File: src/rtl/i2c_gain_slave.sv
// rtl/i2c_gain_slave.sv - I2C target owning the equalizer per-band gain registers
`timescale 1ns/1ps
module i2c_gain_slave #(
    parameter logic [6:0] SLAVE_ADDR = 7'h6A,
    parameter int         NUM_REGS   = 10,
    parameter logic [7:0] RESET_GAIN = 8'd16
) (
    input  logic                  clk,
    input  logic                  rst,
    input  logic                  scl_i,
    input  logic                  sda_i,
    output logic                  sda_oe,
    output logic [NUM_REGS*8-1:0] gains_o,
    output logic                  gain_wr,
    output logic [7:0]            gain_idx,
    output logic                  busy
);

    typedef enum logic [3:0] {
        IDLE, ADDR, ADDR_ACK, PTR, PTR_ACK, WDATA, WDATA_ACK, RDATA, RDATA_ACK, IGNORE
    } state_t;

    localparam logic [7:0] NREG8 = 8'(NUM_REGS);

    state_t     state;
    logic       scl_s1, scl_s2, scl_d;
    logic       sda_s1, sda_s2, sda_d;
    logic [3:0] bit_cnt;
    logic [7:0] shreg;
    logic [7:0] txreg;
    logic [7:0] ptr;
    logic       rw;
    logic       ack_bit;
    logic [7:0] gains [NUM_REGS];

    logic scl_rise, scl_fall, start_det, stop_det;
    logic ptr_ok;
    logic [7:0] ptr_inc, rd_cur, rd_nxt;

    assign scl_rise  = scl_s2 & ~scl_d;
    assign scl_fall  = ~scl_s2 & scl_d;
    assign start_det = scl_s2 & scl_d & ~sda_s2 & sda_d;
    assign stop_det  = scl_s2 & scl_d & sda_s2 & ~sda_d;
    assign ptr_ok    = ptr < NREG8;
    assign ptr_inc   = ptr_ok ? ptr + 8'd1 : ptr;

    genvar g;
    generate
        for (g = 0; g < NUM_REGS; g++) begin : g_flat
            assign gains_o[8*g +: 8] = gains[g];
        end
    endgenerate

    // Out-of-range pointers read back as 8'hFF; rd_nxt serves the byte after a master ACK.
    always_comb begin
        rd_cur = 8'hFF;
        rd_nxt = 8'hFF;
        for (int k = 0; k < NUM_REGS; k++) begin
            if (ptr == 8'(k))     rd_cur = gains[k];
            if (ptr_inc == 8'(k)) rd_nxt = gains[k];
        end
    end

    always_ff @(posedge clk or posedge rst) begin
        if (rst) begin
            state    <= IDLE;
            scl_s1   <= 1'b1;
            scl_s2   <= 1'b1;
            scl_d    <= 1'b1;
            sda_s1   <= 1'b1;
            sda_s2   <= 1'b1;
            sda_d    <= 1'b1;
            bit_cnt  <= 4'd0;
            shreg    <= 8'd0;
            txreg    <= 8'd0;
            ptr      <= 8'd0;
            rw       <= 1'b0;
            ack_bit  <= 1'b1;
            sda_oe   <= 1'b0;
            gain_wr  <= 1'b0;
            gain_idx <= 8'd0;
            busy     <= 1'b0;
            for (int k = 0; k < NUM_REGS; k++) gains[k] <= RESET_GAIN;
        end else begin
            scl_s1  <= scl_i;
            scl_s2  <= scl_s1;
            scl_d   <= scl_s2;
            sda_s1  <= sda_i;
            sda_s2  <= sda_s1;
            sda_d   <= sda_s2;
            gain_wr <= 1'b0;

            if (start_det) begin
                state   <= ADDR;
                bit_cnt <= 4'd0;
                sda_oe  <= 1'b0;
                busy    <= 1'b1;
            end else if (stop_det) begin
                state   <= IDLE;
                bit_cnt <= 4'd0;
                sda_oe  <= 1'b0;
                busy    <= 1'b0;
            end else begin
                case (state)
                    ADDR, PTR, WDATA: begin
                        if (scl_rise && bit_cnt != 4'd8) begin
                            shreg   <= {shreg[6:0], sda_s2};
                            bit_cnt <= bit_cnt + 4'd1;
                        end else if (scl_fall && bit_cnt == 4'd8) begin
                            bit_cnt <= 4'd0;
                            if (state == ADDR) begin
                                if (shreg[7:1] == SLAVE_ADDR) begin
                                    rw     <= shreg[0];
                                    sda_oe <= 1'b1;
                                    state  <= ADDR_ACK;
                                end else begin
                                    state  <= IGNORE;
                                end
                            end else if (state == PTR) begin
                                ptr    <= shreg;
                                sda_oe <= 1'b1;
                                state  <= PTR_ACK;
                            end else begin
                                sda_oe <= ptr_ok;
                                state  <= WDATA_ACK;
                            end
                        end
                    end
                    ADDR_ACK: begin
                        if (scl_fall) begin
                            if (rw) begin
                                txreg  <= rd_cur;
                                sda_oe <= ~rd_cur[7];
                                state  <= RDATA;
                            end else begin
                                sda_oe <= 1'b0;
                                state  <= PTR;
                            end
                        end
                    end
                    PTR_ACK: begin
                        if (scl_fall) begin
                            sda_oe <= 1'b0;
                            state  <= WDATA;
                        end
                    end
                    WDATA_ACK: begin
                        // Commit on the 9th rise so gains_o and gain_wr change together.
                        if (scl_rise && ptr_ok) begin
                            for (int k = 0; k < NUM_REGS; k++)
                                if (ptr == 8'(k)) gains[k] <= shreg;
                            gain_wr  <= 1'b1;
                            gain_idx <= ptr;
                            ptr      <= ptr + 8'd1;
                        end else if (scl_fall) begin
                            sda_oe <= 1'b0;
                            state  <= WDATA;
                        end
                    end
                    RDATA: begin
                        if (scl_rise && bit_cnt != 4'd8) begin
                            bit_cnt <= bit_cnt + 4'd1;
                        end else if (scl_fall && bit_cnt == 4'd8) begin
                            bit_cnt <= 4'd0;
                            sda_oe  <= 1'b0;
                            state   <= RDATA_ACK;
                        end else if (scl_fall && bit_cnt != 4'd0) begin
                            txreg  <= {txreg[6:0], 1'b1};
                            sda_oe <= ~txreg[6];
                        end
                    end
                    RDATA_ACK: begin
                        if (scl_rise) begin
                            ack_bit <= sda_s2;
                        end else if (scl_fall) begin
                            if (!ack_bit) begin
                                ptr    <= ptr_inc;
                                txreg  <= rd_nxt;
                                sda_oe <= ~rd_nxt[7];
                                state  <= RDATA;
                            end else begin
                                state  <= IGNORE;
                            end
                        end
                    end
                    default: ;
                endcase
            end
        end
    end

endmodule
File: config.mk
export PLATFORM = sky130hd
export DESIGN_NAME = i2c_gain_slave
export DESIGN_NICKNAME = d
export VERILOG_FILES = /design/src/rtl/i2c_gain_slave.sv
export SDC_FILE = /design/constraint.sdc
export NUM_CORES = 1
export LEC_CHECK = 0
export BUFFER_PORTS_ARGS = -buffer_cell sky130_fd_sc_hd__buf_2
export CAP_MARGIN = 20
export CORE_MARGIN = 4
export CORE_UTILIZATION = 30
export DETAILED_ROUTE_END_ITERATION = 8
export HOLD_SLACK_MARGIN = 0.08
export PLACE_DENSITY = 0.51
export SLEW_MARGIN = 20
export SYNTH_ARGS = -nofsm -noshare
export SYNTH_HDL_FRONTEND = slang
export SYNTH_SLANG_ARGS = --single-unit
export TNS_END_PERCENT = 100
File: constraint.sdc
create_clock -name clk -period 10.7 [get_ports clk]
set_clock_uncertainty 0.2 [all_clocks]
set_input_delay 3.21 -clock clk [delete_from_list [all_inputs] [get_ports clk]]
set_output_delay 3.21 -clock clk [all_outputs]
set_load 0.01 [all_outputs]
Word level (Yosys, flattened, before mapping)
Index checks and enable logic that the tools add are counted.

Register bits: 130. Latch bits: 0. RAM bits: 0. Bits in read-only memories: 0. Output and inout port bits: 91. Word-level logic and storage cells: 219. Memories: 0.

Add/sub/neg operators: 2. $mul: 0. Div/mod/pow operators: 0. $lt $le $gt $ge: 1. Equal/unequal tests: 53. Shift-type cells: 0. Multiplexer cells: 85. Bitwise logic cells: 17. Reduce and logical (&&, ||, !) cells: 34.

Operators with widths (number): $mux 8 (29); $mux 4 (19); $eq 8x3->1 const B (8); $mux 7 (8); $reduce_and 5->1 (10); $ne 4x4->1 const B (10); $reduce_and 11->1 (3); $eq 8x2->1 const B (4); $eq 8x4->1 const B (4); $ne 2x2->1 const B (13); $pmux 4 s6 (1); $pmux 8 s3 (1); $mux 1 (23); $pmux 7 s3 (1); $eq 4x3->1 const B (4); $eq 8x1->1 const B (2); $logic_not 8->1 (2); $reduce_and 4->1 (3); $ne 5x5->1 const B (2); $not 1->1 (10); $reduce_and 9->1 (1); $reduce_bool 3->1 (3); $add 8x1->8 const B (1); $eq 4x2->1 const B (2); 17 further kinds (28).

Logic depth before layout (Yosys ltp)
Gate-level depths: netlist of the first run.

Depth in word-level cells: 20. Gate-level depth with buffers: 12. Gate-level depth less buffers: 9.

Worst setup path before layout of the first run
No wires, ideal clock.

Path kind: reg2out. Start: reg gains, in the netlist gains_o[76]. End: out gains_o[76]. Arrival: 0.552 ns. Data required time: 7.290 ns. Path slack: 6.738 ns. Stages on the path, launching flop included: 1. Path buffers: 0. Cells stage by stage: dfstp_2.

RTL lines: start, declared (line 34) `logic [7:0] gains [NUM_REGS];`; start signal, assigned by index (line 151) `if (ptr == 8'(k)) gains[k] <= shreg;`; end, declared (line 13) `output logic [NUM_REGS*8-1:0] gains_o,`.

No word-level cell between the ends.

Worst setup path in the final report of the first run
Start: reg gains, in the netlist gains_o[76]. End: out gains_o[76].

No word-level cell between the ends.

==> metrics, run 1 <==
status finished, final reports clean; Worst R2R Setup Slack roughly 6.3 ns; 1st-pass router iterations 6; asr flop ratio synth 100%; mux cell area share after synthesis 14.1%; combinational power share 48.0%; Synth area leaders dfrtp_1 (38%), mux2_2 (14%), dfstp_2 (6.0%); final setup violation count 0; complex-gate fraction of the synthesized area 20.1%; WL final 26900 µm; post-synthesis instance total 783; IO Pins 95; worst hold path class reg2reg; worst slack, placed approximately 5.8 ns; commonest non-fill, non-tap cells in the layout dfrtp_1 (113), buf_2 (94), mux2_2 (90), nand2_1 (76), o21ai_0 (62); H-tree depth 4; Synth Area in XOR/XNOR 0.351%; Main synth FF type dfrtp_1; Synth cell types 64; Post-Synth Adder-Cell Area 1.00%; post-layout util a little over a third; Yosys reg bits 130; initial DRC count 629; share of layout cells above drive strength 1 29.7%; Multi-input gate area a little under 0.004 mm²; Area Overhead vs Synth 18.3%; Max stage delay on crit path 0.59 ns; Crit. End Element primary output; setup tns final 0 ns; worst setup margin 6.13 ns; main combinational cell family by area after synthesis compound AO/OA/AOI/OAI gates; VDD IR max 0.000120 V; M1 GR Usage 29.1%; Power per Cell Area ~290 mW/mm²; # hold bufs at CTS 0; top cell type's share of synthesized area 37.8%; setup bufs post-CTS 0; Antenna Nets Post-Route 0; clock share of power 23.9%; sequential area share after synthesis a little over two fifths; CTS buffer count 17; Slowest-stage cell, CP dfstp_2; fill cell count between 2000 and 3000; r2r endpoint txreg[2]; Levels on crit path 1; internal power 0.00137 W; IO Port Bufs 94; Psw 0.00119 W; CTS Root Cell clkbuf_16; Post-Syn Nets around 790; met3 usage 4.31%; relative slew slack 24.9%; Slew Viols, Final 0; GRT Total Usage 19.5%; largest delay contributor family on the critical path flip-flops; maximum number of pins on one net before global-route repair 76; path depth of the worst reg2reg path 9; Std-Cell Rows between 50 and 60; routed vias 6856; CP required 7.29 ns; Worst setup endpoint gains_o[76]; FF-to-FF Start ptr[1]; Global Route met2 Usage 28.3%; initial antenna violation count 0; Achievable Freq approximately 0.22 GHz; DR vias/cell 5.75; crit path kind reg2out; measured slew at the worst slew-check pin 1.12 ns; CORE AREA between 0.02 and 0.025 mm²; fin nets 865; register area around 0.0033 mm²; Post-Synth Simple-Gate Area ~17%; crit-path cells buf_2; Critical Path Source Type flop; drt drc 0; Syn Std Cell Area 0.00749 mm²; Final period util 42.7%; global-route wire length before repair 42300 µm; total gr overflow 0; post-cts sizing count 0; most used routing layer met1; Hold Violations, Final 0; Final min period ~4.6 ns; clock tree sinks 130; number of global-route vias before repair 6694; WP data arrival approximately 1.2 ns; Diodes inserted 0; clock transition at the registers of the reported paths 0.06 ns; Worst Path Buf+Inv 1; Setup crit start gains_o[76]; leakage around 4 nW; Die Area 0.0275 mm²; Max Cap Violations 0; Clock Tree Buf Depth 2; initial core utilization 30.6%; area leader, netlist dfrtp_1; Synth warnings 0; synthesized area per cell 9.56 µm²; commonest non-fill, non-tap cell in the layout dfrtp_1; unrepaired setup endpoints after global routing no; Detail Placement HPWL 19200 µm; Overall Power 0.00256 W; GP Congestion 0.930; CP max FO 5; Die X 166 µm; WL/cell 22.6 µm; Net Sw Frac 46.5%; clk_lat worst skew 0.43 ns; DIE HEIGHT between 150 and 200 µm; number of synthesized flops with an enable pin 0; Sequential Power Share 28.1%; CTS tree yes
## flip-flops by register name, indices dropped and copies added (netlist names)
signal / cells
scl_d: 1
gain_idx: 8
sda_oe: 1
sda_d: 1
scl_s2: 1
rw: 1
state: 4
gain_wr: 1
sda_s1: 1
gains_o: 80
ack_bit: 1
shreg: 8
ptr: 8
scl_s1: 1
bit_cnt: 4
sda_s2: 1
txreg: 7
busy: 1
## area by class of cell
type	instances	share of cell area [%]
Multi-Input combinational cell	583	44.6
Inverter	19	0.861
Sequential cell	130	37.0
Clock inverter	14	2.03
Clock buffer	18	4.84
Tap cell	324	4.57
Timing Repair Buffer	104	6.16
## Yosys cell counts (6+ instances only)
| library cell | number |
|---|---|
| a22oi_1 | 11 |
| nand3_1 | 20 |
| a21o_1 | 6 |
| and3_1 | 6 |
| mux2_2 | 90 |
| nand2b_1 | 19 |
| dfstp_2 | 17 |
| ha_1 | 6 |
| o32a_1 | 6 |
| o32ai_1 | 6 |
| nor2b_1 | 13 |
| a32oi_1 | 8 |
| nand2_1 | 76 |
| o211ai_1 | 9 |
| inv_1 | 18 |
| o221ai_1 | 8 |
| a31oi_1 | 12 |
| or3_1 | 9 |
| o22ai_1 | 18 |
| nor2_1 | 43 |
| clkbuf_1 | 44 |
| a21oi_1 | 45 |
| and2_1 | 8 |
| dfrtp_1 | 113 |
| nor3_1 | 22 |
| o21ai_0 | 62 |
## power groups by stage
stage               clock, W  sequential [W]  combinational (W)
floorplan                  0        0.000629           0.000875
global placement           0        0.000727            0.00120
detailed placement         0        0.000726            0.00119
CTS                 0.000624        0.000718            0.00119
global route        0.000644        0.000735            0.00133
finish              0.000612        0.000720            0.00123
## how the worst min path moves through the flow
stage          cells after the start   start     end  slack, ns
4_1_cts                            0  sda_s1  sda_s2       0.16
3_3_place_gp                       0  sda_s1  sda_s2       0.15
6_report                           0  sda_s1  sda_s2       0.15
3_5_place_dp                       0  sda_s1  sda_s2       0.15
5_1_grt                            0  sda_s1  sda_s2       0.16
2_1_floorplan                      0  scl_s1  scl_s2       0.15
## metrics by stage
stage | hold WS, ns | cell area (µm²) | instances
2_1_floorplan | 0.145 | 7490 | 783
3_3_place_gp | 0.146 | 8250 | 1160
3_5_place_dp | 0.147 | 8250 | 1160
4_1_cts | 0.156 | 8860 | 1192
5_1_grt | 0.161 | 8860 | 1192
6_report | 0.155 | 8860 | 1192
## per-layer routing
layer	up-vias	wire, µm	part of all wire, %
met5	-	0	0
li1	3084	-	-
met1	3385	12800	48
met3	50	2000	7.4
met2	337	11400	42
met4	0	691	2.6
## kinds of logic (layout without fill, tap and decap cells)
group | count (synthesis) | after routing
flip-flops | 130 | 130
multiplexers | 94 | 94
XOR/XNOR | 3 | 3
buffers and inverters | 70 | 155
adder cells (fa/ha/maj) | 6 | 6
AO/OA/AOI/OAI | 228 | 228
AND/OR/NAND/NOR | 252 | 252
Power figures use the tool's default switching activity.
==> inputs of run 2 (changes only) <==
Settings changed: PLACE_DENSITY 0.51 to 0.53.
Clock period 10.7 ns to 3.75 ns, I/O delays scaled along.
==> run 2 against run 1 <==
Effect of this change: flip-flop and latch count stayed put; clock-buffer cell count down 1; sequential share of layout area down 1.1 points; power increased to 2.9 times the previous value.
==> metrics, run 2 (synthesis results as in run 1) <==
H-tree depth 4 (unchanged); CORE AREA 0.0245 mm² (unchanged); Final min period 3.41 ns; VDD IR max 0.000313 V (was 0.000120 V); Critical Path Source Type flop (unchanged); Antenna Nets Post-Route 0 (unchanged); CTS buffer count 17 (unchanged); Sequential Power Share 26.8% (was 28.1%); fin nets 895 (was 865); Achievable Freq 0.293 GHz; clock transition at the registers of the reported paths 0.06 ns (about the same); routed vias 7069 (was 6856); Detail Placement HPWL 20500 µm (was 19200 µm); internal power 0.00413 W (was 0.00137 W); 1st-pass router iterations 6 (unchanged); Diodes inserted 0 (unchanged); combinational power share 48.9% (was 48.0%); clock tree sinks 130 (unchanged); fill cell count 2455 (was 2517); WL final 27900 µm (was 26900 µm); relative slew slack 50.8% (was 24.9%); number of global-route vias before repair 6861 (was 6694); Hold Violations, Final 0 (unchanged); Worst Path Buf+Inv 1 (unchanged); IO Pins 95 (unchanged); CTS Root Cell clkbuf_16 (unchanged); initial DRC count 727 (was 629); Final period util 90.9%; DR vias/cell 5.78 (was 5.75); global-route wire length before repair 44000 µm (was 42300 µm); commonest non-fill, non-tap cells in the layout dfrtp_1 (113), buf_2 (94), mux2_2 (90), nand2_1 (76), o21ai_0 (62) (unchanged); clock share of power 24.3% (was 23.9%); Clock Tree Buf Depth 2 (unchanged); initial antenna violation count 1 (was 0); CTS tree yes (unchanged); initial core utilization 30.6% (unchanged); Max Cap Violations 0 (unchanged); worst hold path class reg2reg (unchanged); number of flip-flops in the largest register 80 (unchanged); Area Overhead vs Synth 21.9% (was 18.3%); Placement Cell Area 0.00848 mm² (was 0.00825 mm²); Die X 166 µm (unchanged); leakage 4.22 nW (was 4.05 nW); WP data arrival 3.52 ns (was 1.16 ns); Post-Layout Inst Area 0.00912 mm² (was 0.00886 mm²); WL/cell 22.8 µm (was 22.6 µm); crit-path cells inv_1, or3_1, or3_1, nor3_1, nand2_1, mux2_1 (was buf_2); crit path kind reg2reg (was reg2out); Psw 0.00343 W (was 0.00119 W); Crit. End Element flop (was primary output); Net Sw Frac 45.3% (was 46.5%); unrepaired setup endpoints after global routing no (unchanged); GP Congestion 1.00 (was 0.930); DIE HEIGHT 166 µm (unchanged); # hold bufs at CTS 0 (unchanged); Die Area 0.0275 mm² (unchanged); commonest non-fill, non-tap cell in the layout dfrtp_1 (unchanged); Slowest-stage cell, CP or3_1 (was dfstp_2); measured slew at the worst slew-check pin 0.738 ns (was 1.12 ns); share of layout cells above drive strength 1 32.2% (was 29.7%); post-cts sizing count 0 (unchanged); status finished, final reports clean (unchanged); final setup violation count 0 (unchanged); GRT Total Usage 20.2% (was 19.5%); setup bufs post-CTS 0 (unchanged); CP required 3.86 ns (was 7.29 ns); clk_lat worst skew 0.43 ns (about the same); largest delay contributor family on the critical path simple AND/OR/NAND/NOR gates (was flip-flops); setup tns final 0 ns (unchanged); Slew Viols, Final 0 (unchanged); Std-Cell Rows 57 (unchanged); CP max FO 13 (was 5); total gr overflow 0 (unchanged); Power per Cell Area 828 mW/mm² (was 289 mW/mm²); drt drc 0 (unchanged); CP dominant cell by count or3_1; maximum number of pins on one net before global-route repair 44 (was 76); IO Port Bufs 94 (unchanged); Max stage delay on crit path 0.59 ns (about the same)
run 2: cell types whose count changed in the layout (fill, tap and decap cells not counted):
cell	delta
buf_4	+30
bufinv_16	+1
clkbuf_1	-1
clkinv_2	-1
inv_6	-2
inv_8	+3
run 2: final timing paths:
kind / startpoint / endpoint / slack (ns) / depth (start not counted)
max: state[2] / gains_o[21] / 0.34 / 6
min: sda_s1 / sda_s2 / 0.16 / 0
max reg2reg: state[2] / gains_o[21] / 0.34 / 6
min reg2reg: sda_s1 / sda_s2 / 0.16 / 0
max in group asynchronous: rst / gains_o[52] / 2.04 / 3
min in group asynchronous: rst / gains_o[56] / 0.47 / 2
run 2: power by group through the flow:
stage               combinational (W)  clock [W]  sequential, W
finish                        0.00369    0.00184        0.00202
global route                  0.00397    0.00194        0.00206
CTS                           0.00358    0.00188        0.00201
detailed placement            0.00356          0        0.00204
global placement              0.00361          0        0.00204
floorplan                     0.00250          0        0.00179
run 2: per-layer routing:
layer  part of all wire [%]  vias up  global-route usage (%)
li1                       -     3138                       -
met1                     46     3505                    29.6
met2                     44      368                    30.4
met3                    7.3       58                    4.14
met4                    2.3        0                    5.56
met5                      0        -                       0
run 2: layout make-up:
type	count	area, µm²	share of cell area, %
inverters	19	75.1	0.823
flip-flops and latches	130	3270	35.9
multi-input cells	583	3950	43.3
clock inverters	15	223	2.44
well taps	324	405	4.44
repair buffers	134	771	8.45
clock buffers	17	425	4.66
run 2: per-stage QoR:
| stage | hold WS (ns) | util [%] | total power, W | instances | worst slack, ns |
|---|---|---|---|---|---|
| global placement | 0.147 | 34.6 | 0.00565 | 1190 | 0.381 |
| finish | 0.156 | 37.3 | 0.00756 | 1222 | 0.341 |
| global route | 0.163 | 37.3 | 0.00797 | 1222 | 0.245 |
| floorplan | 0.145 | - | 0.00429 | 783 | 0.632 |
| detailed placement | 0.149 | 34.6 | 0.00560 | 1190 | 0.407 |
| CTS | 0.159 | 37.3 | 0.00747 | 1222 | 0.424 |
